`src/rtl/apu_bus_responder_if.sv`:
```
// CPU-bus and register-file signal bundle for the APU bus responder.
// The slave modport is the responder; the master modport is the CPU/pad plus register-file side.
interface apu_bus_responder_if;
  logic        M2;
  logic        RnW;
  logic [15:0] A;
  logic [7:0]  D_in;
  logic [7:0]  D_out;
  logic        D_oe;
  logic [4:0]  reg_sel;
  logic        reg_rd;
  logic        reg_wr;
  logic [7:0]  reg_wdata;
  logic [7:0]  reg_rdata;
  logic        bus_err;
  logic        clr_err;

  modport slave (
    input  M2, RnW, A, D_in, reg_rdata, clr_err,
    output D_out, D_oe, reg_sel, reg_rd, reg_wr, reg_wdata, bus_err
  );

  modport master (
    output M2, RnW, A, D_in, reg_rdata, clr_err,
    input  D_out, D_oe, reg_sel, reg_rd, reg_wr, reg_wdata, bus_err
  );
endinterface

```
`src/rtl/apu_bus_responder.sv`:
```
// APU register-file bus target: synchronizes M2, decodes the register window, issues
// single-cycle read/write strobes, drives read data while M2 is high, and aborts stuck cycles.
module apu_bus_responder #(
  parameter logic [15:0] BASE_ADDR   = 16'h4000,
  parameter logic [15:0] ADDR_MASK   = 16'hFFE0,
  parameter int unsigned SYNC_STAGES = 2,
  parameter int unsigned TIMEOUT     = 24
) (
  input logic                CLK,
  input logic                n_RES,
  apu_bus_responder_if.slave bus
);

  localparam int unsigned CntW = $clog2(TIMEOUT + 1);

  typedef enum logic [2:0] {
    StIdle,
    StRdReq,
    StRdDrive,
    StWrWait,
    StMiss,
    StAbort
  } state_e;

  state_e                 state_q, state_d;
  logic [SYNC_STAGES-1:0] sync_q;
  logic [SYNC_STAGES-1:0] vld_q;
  logic                   m2_d_q;
  logic                   armed_q, armed_d;
  logic [CntW-1:0]        cnt_q, cnt_d, cnt_inc;
  logic [4:0]             reg_sel_q, reg_sel_d;
  logic [7:0]             d_out_q, d_out_d;
  logic [7:0]             wdata_q, wdata_d;
  logic                   reg_wr_q, reg_wr_d;
  logic                   bus_err_q, bus_err_d;

  logic m2_s, rise, fall, hit, active, tmo;

  assign m2_s = sync_q[SYNC_STAGES-1];

  // Edges only count once a real low M2 has been seen after reset, so releasing reset
  // with M2 already high cannot fake a rise.
  assign armed_d = armed_q | (vld_q[SYNC_STAGES-1] & ~m2_s);
  assign rise    = armed_q & m2_s & ~m2_d_q;
  assign fall    = armed_q & ~m2_s & m2_d_q;

  assign hit     = ((bus.A & ADDR_MASK) == (BASE_ADDR & ADDR_MASK));
  assign active  = state_q inside {StRdReq, StRdDrive, StWrWait, StMiss};
  assign cnt_inc = cnt_q + 1'b1;
  assign tmo     = active & (cnt_inc == CntW'(TIMEOUT));

  always_ff @(posedge CLK or negedge n_RES) begin
    if (!n_RES) begin
      state_q   <= StIdle;
      sync_q    <= '0;
      vld_q     <= '0;
      m2_d_q    <= 1'b0;
      armed_q   <= 1'b0;
      cnt_q     <= '0;
      reg_sel_q <= '0;
      d_out_q   <= '0;
      wdata_q   <= '0;
      reg_wr_q  <= 1'b0;
      bus_err_q <= 1'b0;
    end else begin
      state_q   <= state_d;
      sync_q    <= {sync_q[SYNC_STAGES-2:0], bus.M2};
      vld_q     <= {vld_q[SYNC_STAGES-2:0], 1'b1};
      m2_d_q    <= m2_s;
      armed_q   <= armed_d;
      cnt_q     <= cnt_d;
      reg_sel_q <= reg_sel_d;
      d_out_q   <= d_out_d;
      wdata_q   <= wdata_d;
      reg_wr_q  <= reg_wr_d;
      bus_err_q <= bus_err_d;
    end
  end

  always_comb begin
    state_d   = state_q;
    cnt_d     = active ? cnt_inc : cnt_q;
    reg_sel_d = reg_sel_q;
    d_out_d   = d_out_q;
    wdata_d   = wdata_q;
    reg_wr_d  = 1'b0;
    bus_err_d = bus.clr_err ? 1'b0 : bus_err_q;

    unique case (state_q)
      StIdle: begin
        if (rise) begin
          cnt_d     = '0;
          reg_sel_d = bus.A[4:0];
          if (!hit) begin
            state_d = StMiss;
          end else if (bus.RnW) begin
            state_d = StRdReq;
          end else begin
            state_d = StWrWait;
          end
        end
      end
      StRdReq: begin
        // Register file answers by the end of the strobe cycle.
        d_out_d = bus.reg_rdata;
        state_d = fall ? StIdle : StRdDrive;
      end
      StRdDrive: begin
        if (fall) state_d = StIdle;
      end
      StWrWait: begin
        if (fall) begin
          wdata_d  = bus.D_in;
          reg_wr_d = 1'b1;
          state_d  = StIdle;
        end
      end
      StMiss: begin
        if (fall) state_d = StIdle;
      end
      StAbort: begin
        if (!m2_s) state_d = StIdle;
      end
      default: state_d = StIdle;
    endcase

    // A completed cycle wins over a timeout landing on the same edge; set beats clear.
    if (tmo && (state_d != StIdle)) begin
      state_d   = StAbort;
      reg_wr_d  = 1'b0;
      bus_err_d = 1'b1;
    end
  end

  assign bus.D_out     = d_out_q;
  assign bus.D_oe      = (state_q == StRdDrive);
  assign bus.reg_sel   = reg_sel_q;
  assign bus.reg_rd    = (state_q == StRdReq);
  assign bus.reg_wr    = reg_wr_q;
  assign bus.reg_wdata = wdata_q;
  assign bus.bus_err   = bus_err_q;

endmodule

```
`src/flat_wrapper.sv`:
```
// flat-port wrapper written by rule: the top's interface ports become plain ports
module apu_bus_responder_flat 
#(
  parameter logic [15:0] BASE_ADDR   = 16'h4000,
  parameter logic [15:0] ADDR_MASK   = 16'hFFE0,
  parameter int unsigned SYNC_STAGES = 2,
  parameter int unsigned TIMEOUT     = 24
)
  (CLK, n_RES, bus_M2, bus_RnW, bus_A, bus_D_in, bus_reg_rdata, bus_clr_err, bus_D_out, bus_D_oe, bus_reg_sel, bus_reg_rd, bus_reg_wr, bus_reg_wdata, bus_bus_err);
  apu_bus_responder_if bus_i ();
  input logic CLK;
  input logic n_RES;
  input wire logic [$bits(bus_i.M2)-1:0] bus_M2;
  input wire logic [$bits(bus_i.RnW)-1:0] bus_RnW;
  input wire logic [$bits(bus_i.A)-1:0] bus_A;
  input wire logic [$bits(bus_i.D_in)-1:0] bus_D_in;
  input wire logic [$bits(bus_i.reg_rdata)-1:0] bus_reg_rdata;
  input wire logic [$bits(bus_i.clr_err)-1:0] bus_clr_err;
  output wire logic [$bits(bus_i.D_out)-1:0] bus_D_out;
  output wire logic [$bits(bus_i.D_oe)-1:0] bus_D_oe;
  output wire logic [$bits(bus_i.reg_sel)-1:0] bus_reg_sel;
  output wire logic [$bits(bus_i.reg_rd)-1:0] bus_reg_rd;
  output wire logic [$bits(bus_i.reg_wr)-1:0] bus_reg_wr;
  output wire logic [$bits(bus_i.reg_wdata)-1:0] bus_reg_wdata;
  output wire logic [$bits(bus_i.bus_err)-1:0] bus_bus_err;
  assign bus_i.M2 = bus_M2;
  assign bus_i.RnW = bus_RnW;
  assign bus_i.A = bus_A;
  assign bus_i.D_in = bus_D_in;
  assign bus_i.reg_rdata = bus_reg_rdata;
  assign bus_i.clr_err = bus_clr_err;
  assign bus_D_out = bus_i.D_out;
  assign bus_D_oe = bus_i.D_oe;
  assign bus_reg_sel = bus_i.reg_sel;
  assign bus_reg_rd = bus_i.reg_rd;
  assign bus_reg_wr = bus_i.reg_wr;
  assign bus_reg_wdata = bus_i.reg_wdata;
  assign bus_bus_err = bus_i.bus_err;
  apu_bus_responder #(.BASE_ADDR(BASE_ADDR), .ADDR_MASK(ADDR_MASK), .SYNC_STAGES(SYNC_STAGES), .TIMEOUT(TIMEOUT)) u_core (.CLK(CLK), .n_RES(n_RES), .bus(bus_i));
endmodule
```
`config.mk`:
```
export PLATFORM = sky130hd
export DESIGN_NAME = apu_bus_responder_flat
export DESIGN_NICKNAME = d
export VERILOG_FILES = /design/src/rtl/apu_bus_responder_if.sv /design/src/rtl/apu_bus_responder.sv /design/src/flat_wrapper.sv
export SDC_FILE = /design/constraint.sdc
export NUM_CORES = 1
export LEC_CHECK = 0
export BUFFER_PORTS_ARGS = -buffer_cell sky130_fd_sc_hd__buf_4
export CAP_MARGIN = 5
export CORE_MARGIN = 2
export CORE_UTILIZATION = 48
export CTS_BUF_LIST = sky130_fd_sc_hd__clkbuf_16
export CTS_CLUSTER_DIAMETER = 120
export DETAILED_ROUTE_END_ITERATION = 10
export GPL_ROUTABILITY_DRIVEN = 0
export GPL_TIMING_DRIVEN = 0
export HOLD_SLACK_MARGIN = 0.05
export PLACE_DENSITY = 0.82
export SYNTH_ARGS = -nofsm -noshare
export SYNTH_HDL_FRONTEND = slang
export SYNTH_SLANG_ARGS = --single-unit
```
`constraint.sdc`:
```
create_clock -name CLK -period 1.7 [get_ports CLK]
set_input_delay 0.34 -clock CLK [delete_from_list [all_inputs] [get_ports CLK]]
set_output_delay 0.34 -clock CLK [all_outputs]
set_load 0.05 [all_outputs]
```
# After elaboration in Yosys (flattened, before gate mapping)
# Cells that the tools add are included.
# Widths: inputs -> output; s select.
# totals
ff_bits,37
inputBits,37
out_inout_bits,25
word_cells,52
# op_classes
addsub,1
n_eq_ne,7
n_mux,16
bitwise,9
reduce_logical,8
# op_table
operator,n
$mux 3,5
$mux 5,3
$pmux 3 s4,1
$eq 11x10->1 const B,1
$and 1x1->1,6
$eq 3x2->1 const B,2
$eq 3x3->1 const B,2
$add 5x1->5 const B,1
$eq 5x5->1 const B,1
$mux 1,5
$mux 2,2
$reduce_and 2->1,2
$reduce_bool 4->1,1
$eq 3x1->1 const B,1
$logic_not 3->1,1
$reduce_bool 3->1,1
$reduce_or 3->1,1
$not 1->1,2
$reduce_bool 2->1,1
$logic_and 1x1->1,1
$or 1x1->1,1

# Depth between registers and ports, before layout
# logic_depth
ltp_word,8
depth_mapped,6
ltp_nobuf,5

# Least setup slack after synthesis
# Ideal clock, no wire load.
# synth_path
path_kind,reg-to-output
from,register u_core.state_q[2]
to,output port bus_D_oe
t_arrival_ns,1.400
required_ns,1.360
setup_slack_ns,-0.040
path_stages_with_launch,3
path_cell_list,dfrtp_1 or2b_2 nor2_1
# synth_via
elab_chain_len,1
# synth_rtl
element,line_no,source
"start, declared",apu_bus_responder.sv:25,"state_e state_q, state_d;"
"start signal, assigned",apu_bus_responder.sv:54,state_q <= StIdle;
"start signal, assigned",apu_bus_responder.sv:66,state_q <= state_d;
$eq 3x2->1,apu_bus_responder.sv:136,assign bus.D_oe = (state_q == StRdDrive);
"end, declared",flat_wrapper.sv:20,output wire logic [$bits(bus_i.D_oe)-1:0] bus_D_oe;
# Every way passes these cells.

# Final worst setup path
# Ends and elaborated chain as after synthesis.

==> results_dict.tcl <==
set metrics [dict create \
    path_class "reg2out" \
    h-tree-depth 2 \
    yosysTopAreaCell "dfrtp_1" \
    clock-sinks 37 \
    clk_latency_ns 0.28 \
    synth_area_um2 1670 \
    drt_wl_total_um 3490 \
    drt_iter0_drc 33 \
    ys.flop_type "dfrtp_1" \
    drive_gt1_share_pct 49.5 \
    num_antenna_cells 0 \
    critPathLaunch "u_core.state_q[2]$_DFF_PN0_" \
    synthDistinctLibCells 42 \
    critPathLaunchType "flop" \
    clock_tree.root_cell "clkbuf_16" \
    cp.arrival_ns 1.32 \
    drv_slew 0 \
    post-route-cell-area_um2 2410 \
    fp.dieArea_um2 3960 \
    path_buf_inv 1 \
    syn_inst 124 \
    fin_cells 248 \
    ys_ff_latch 37 \
    p_per_area_nw_per_um2 1030 \
    cp_cell_sequence "or2b_2, nor2_2, buf_6" \
    portBuffers 61 \
    avgRoutedWirePerCell_um 14.1 \
    crit_path_end_kind "primary output" \
    grt_pass1_wl_um 5660 \
    postRouteAntennaNets 0 \
    rows 21 \
    crit_fanout 8 \
    max_freq_mhz 602 \
    peakVddDrop_v 0.000738 \
    dr.pass1.iters 4 \
    r2r-start "u_core.state_q[1]$_DFF_PN0_" \
    clk_pin_slew_ns 0.05 \
    viasPerCell 5.10 \
    setup-violations-final 0 \
    yosysSeqAreaShare_pct 55.6 \
    ys_warn_count 0 \
    critPathSlowestCell "dfrtp_2" \
    grt_pass1_vias 1278 \
    drv_cap 0 \
    numCtsBuffers 5 \
    grt_overflow_total 0 \
    multi_input_area_um2 686 \
    drc_errors 0 \
    min_from "bus_M2" \
    fin_setup_tns_ns 0 \
    synth-edff-count 0 \
    antenna_found_initial 0 \
    io_pins 62 \
    min_period_ns 1.66 \
    p_leak_nw 1.23 \
    post-route-period-util_pct 97.7 \
    core_um2 3340 \
    grt_max_degree 38 \
    synth_fp_nets 163 \
    syn_avg_cell_area_um2 13.4 \
    clk_path_buf_depth 2 \
    syn_to_final_growth_pct 44.5 \
    grt_usage_pct 18.5 \
    n_fill_cell 256 \
    nets 240 \
    die_h_um 62.9 \
    critPathTopFamily "flip-flops" \
    hpwl_um 2590 \
    hold_violations 0 \
    cts_tree "built" \
    postPlaceCellArea_um2 2180 \
    die_w_um 62.9 \
    regArea_um2 927 \
    vias 1266 \
    max_stage_delay_ns 0.46 \
    post-route-util_pct 72.2 \
    start_util_pct 49.9 \
    synth_top_area_share_pct 55.6 \
    synthTopCellsByArea "dfrtp_1, mux2_1, mux2_4" \
    clock-skew-final_ns 0.00381 \
    synthArstFlopShare_pct 100 \
    min_path_type "in2reg" \
    status "finished, final reports clean" \
    cp.required_ns 1.36 \
    dp_cells 231 \
]
## cells in the final DEF, fill, tap and decap left out, types with 2 or more instances in the layout
master	count
o22ai_1	2
buf_4	68
nor4_1	2
nor2_1	6
mux2_4	8
and3b_1	2
xor2_1	3
a21o_1	2
nor3_1	3
buf_6	6
nand2b_1	2
a211oi_1	2
inv_1	4
nand4_1	2
dfrtp_1	36
a21oi_1	2
mux2_1	13
clkinv_2	2
ha_1	2
o31ai_1	2
nand3_1	3
clkbuf_16	5
and2_4	2
## metal layers
layer / track usage [%] / wire length (um)
met3: 5.05 / 158
met4: 7.50 / 71
met1: 21.0 / 1380
met5: 0 / 0
met2: 32.6 / 1880
## timing repair
item / 4_1_cts / 5_1_grt
endpoints found under the setup margin: 1 / 2
hold endpoints to repair: 37 / 0
setup buffers: 0 / 8
hold buffers: 1 / 0
gates resized for setup: 3 / 2
## flip-flops by register name, summed over array words and instances, names as in the netlist
signal and cells:
u_core.bus.reg_wr 1, u_core.bus.reg_wdata 8, u_core.vld_q 2, u_core.bus.D_out 8, u_core.bus.bus_err 1, u_core.armed_q 1, u_core.bus.reg_sel 5, u_core.m2_d_q 1
u_core.sync_q 2, u_core.state_q 3, u_core.cnt_q 5
## power by group
group	switching (W)	internal, W
sequential	0.0000946	0.000979
clock	0.000325	0.000531
combinational	0.000320	0.000241
## cell type report
type | count | area share [%]
sequential | 37 | 38.5
clock buffer | 5 | 5.19
inverter | 3 | 0.468
multi-input combinational | 79 | 28.5
tap | 46 | 2.39
timing repair buffer | 70 | 22.2
buffer | 5 | 2.18
clock inverter | 3 | 0.571
## through the flow
stage          power, W  hold WS, ns  setup WS (ns)
6_report        0.00249        0.173         0.0388
2_1_floorplan   0.00144       0.0444          0.184
3_5_place_dp    0.00165        0.326         0.0676
3_3_place_gp    0.00162        0.313          0.134
5_1_grt         0.00259        0.170      -0.000329
4_1_cts         0.00251        0.171        0.00170
## worst paths after layout
kind                                                     end  slack [ns]  cells after the start
hold / removal                    u_core.sync_q[0]$_DFF_PN0_        0.17                      1
setup / recovery                                    bus_D_oe        0.04                      3
min in group asynchronous  u_core.bus.reg_sel[1]$_DFFE_PN0P_        0.56                      2
hold reg to reg                   u_core.sync_q[1]$_DFF_PN0_        0.35                      0
setup reg to reg              u_core.bus.bus_err$_DFFE_PN0P_        0.09                      6
max in group asynchronous        u_core.state_q[2]$_DFF_PN0_        0.79                      2
## worst reg2reg max path, cell delays in order, from the launching register on
cell and delay [ns]:
dfrtp_1 0.37, buf_6 0.13, buf_4 0.13, o21ai_1 0.28, and2_4 0.25, nand2_4 0.06
o32ai_1 0.28
## synthesized netlist by cell type, types with 2 or more instances
cell and n:
dfrtp_1 37, and2_4 2, xor2_1 3, inv_1 3, nor2_1 7, nand4_1 2
ha_1 2, buf_6 3, mux2_4 8, a21o_1 2, o22ai_1 2, nand2b_1 2
o31ai_1 2, a211oi_1 2, nor4_1 2, nand3_1 3, mux2_1 13, a21oi_1 2
and3b_1 2, nor3_1 3
## cells by family (layout without fill, tap and decap cells)
logic type	count (synthesis)	in the layout	share of synthesized area, %
simple gates	34	34	13.6
flops	37	37	55.6
other cells	1	1	0.225
fa+ha+maj	2	2	1.50
mux	22	22	16.6
buf+inv	8	86	3.45
xor+xnor	4	4	2.10
compound gates	16	16	6.98
Power figures use the tool's default switching activity.
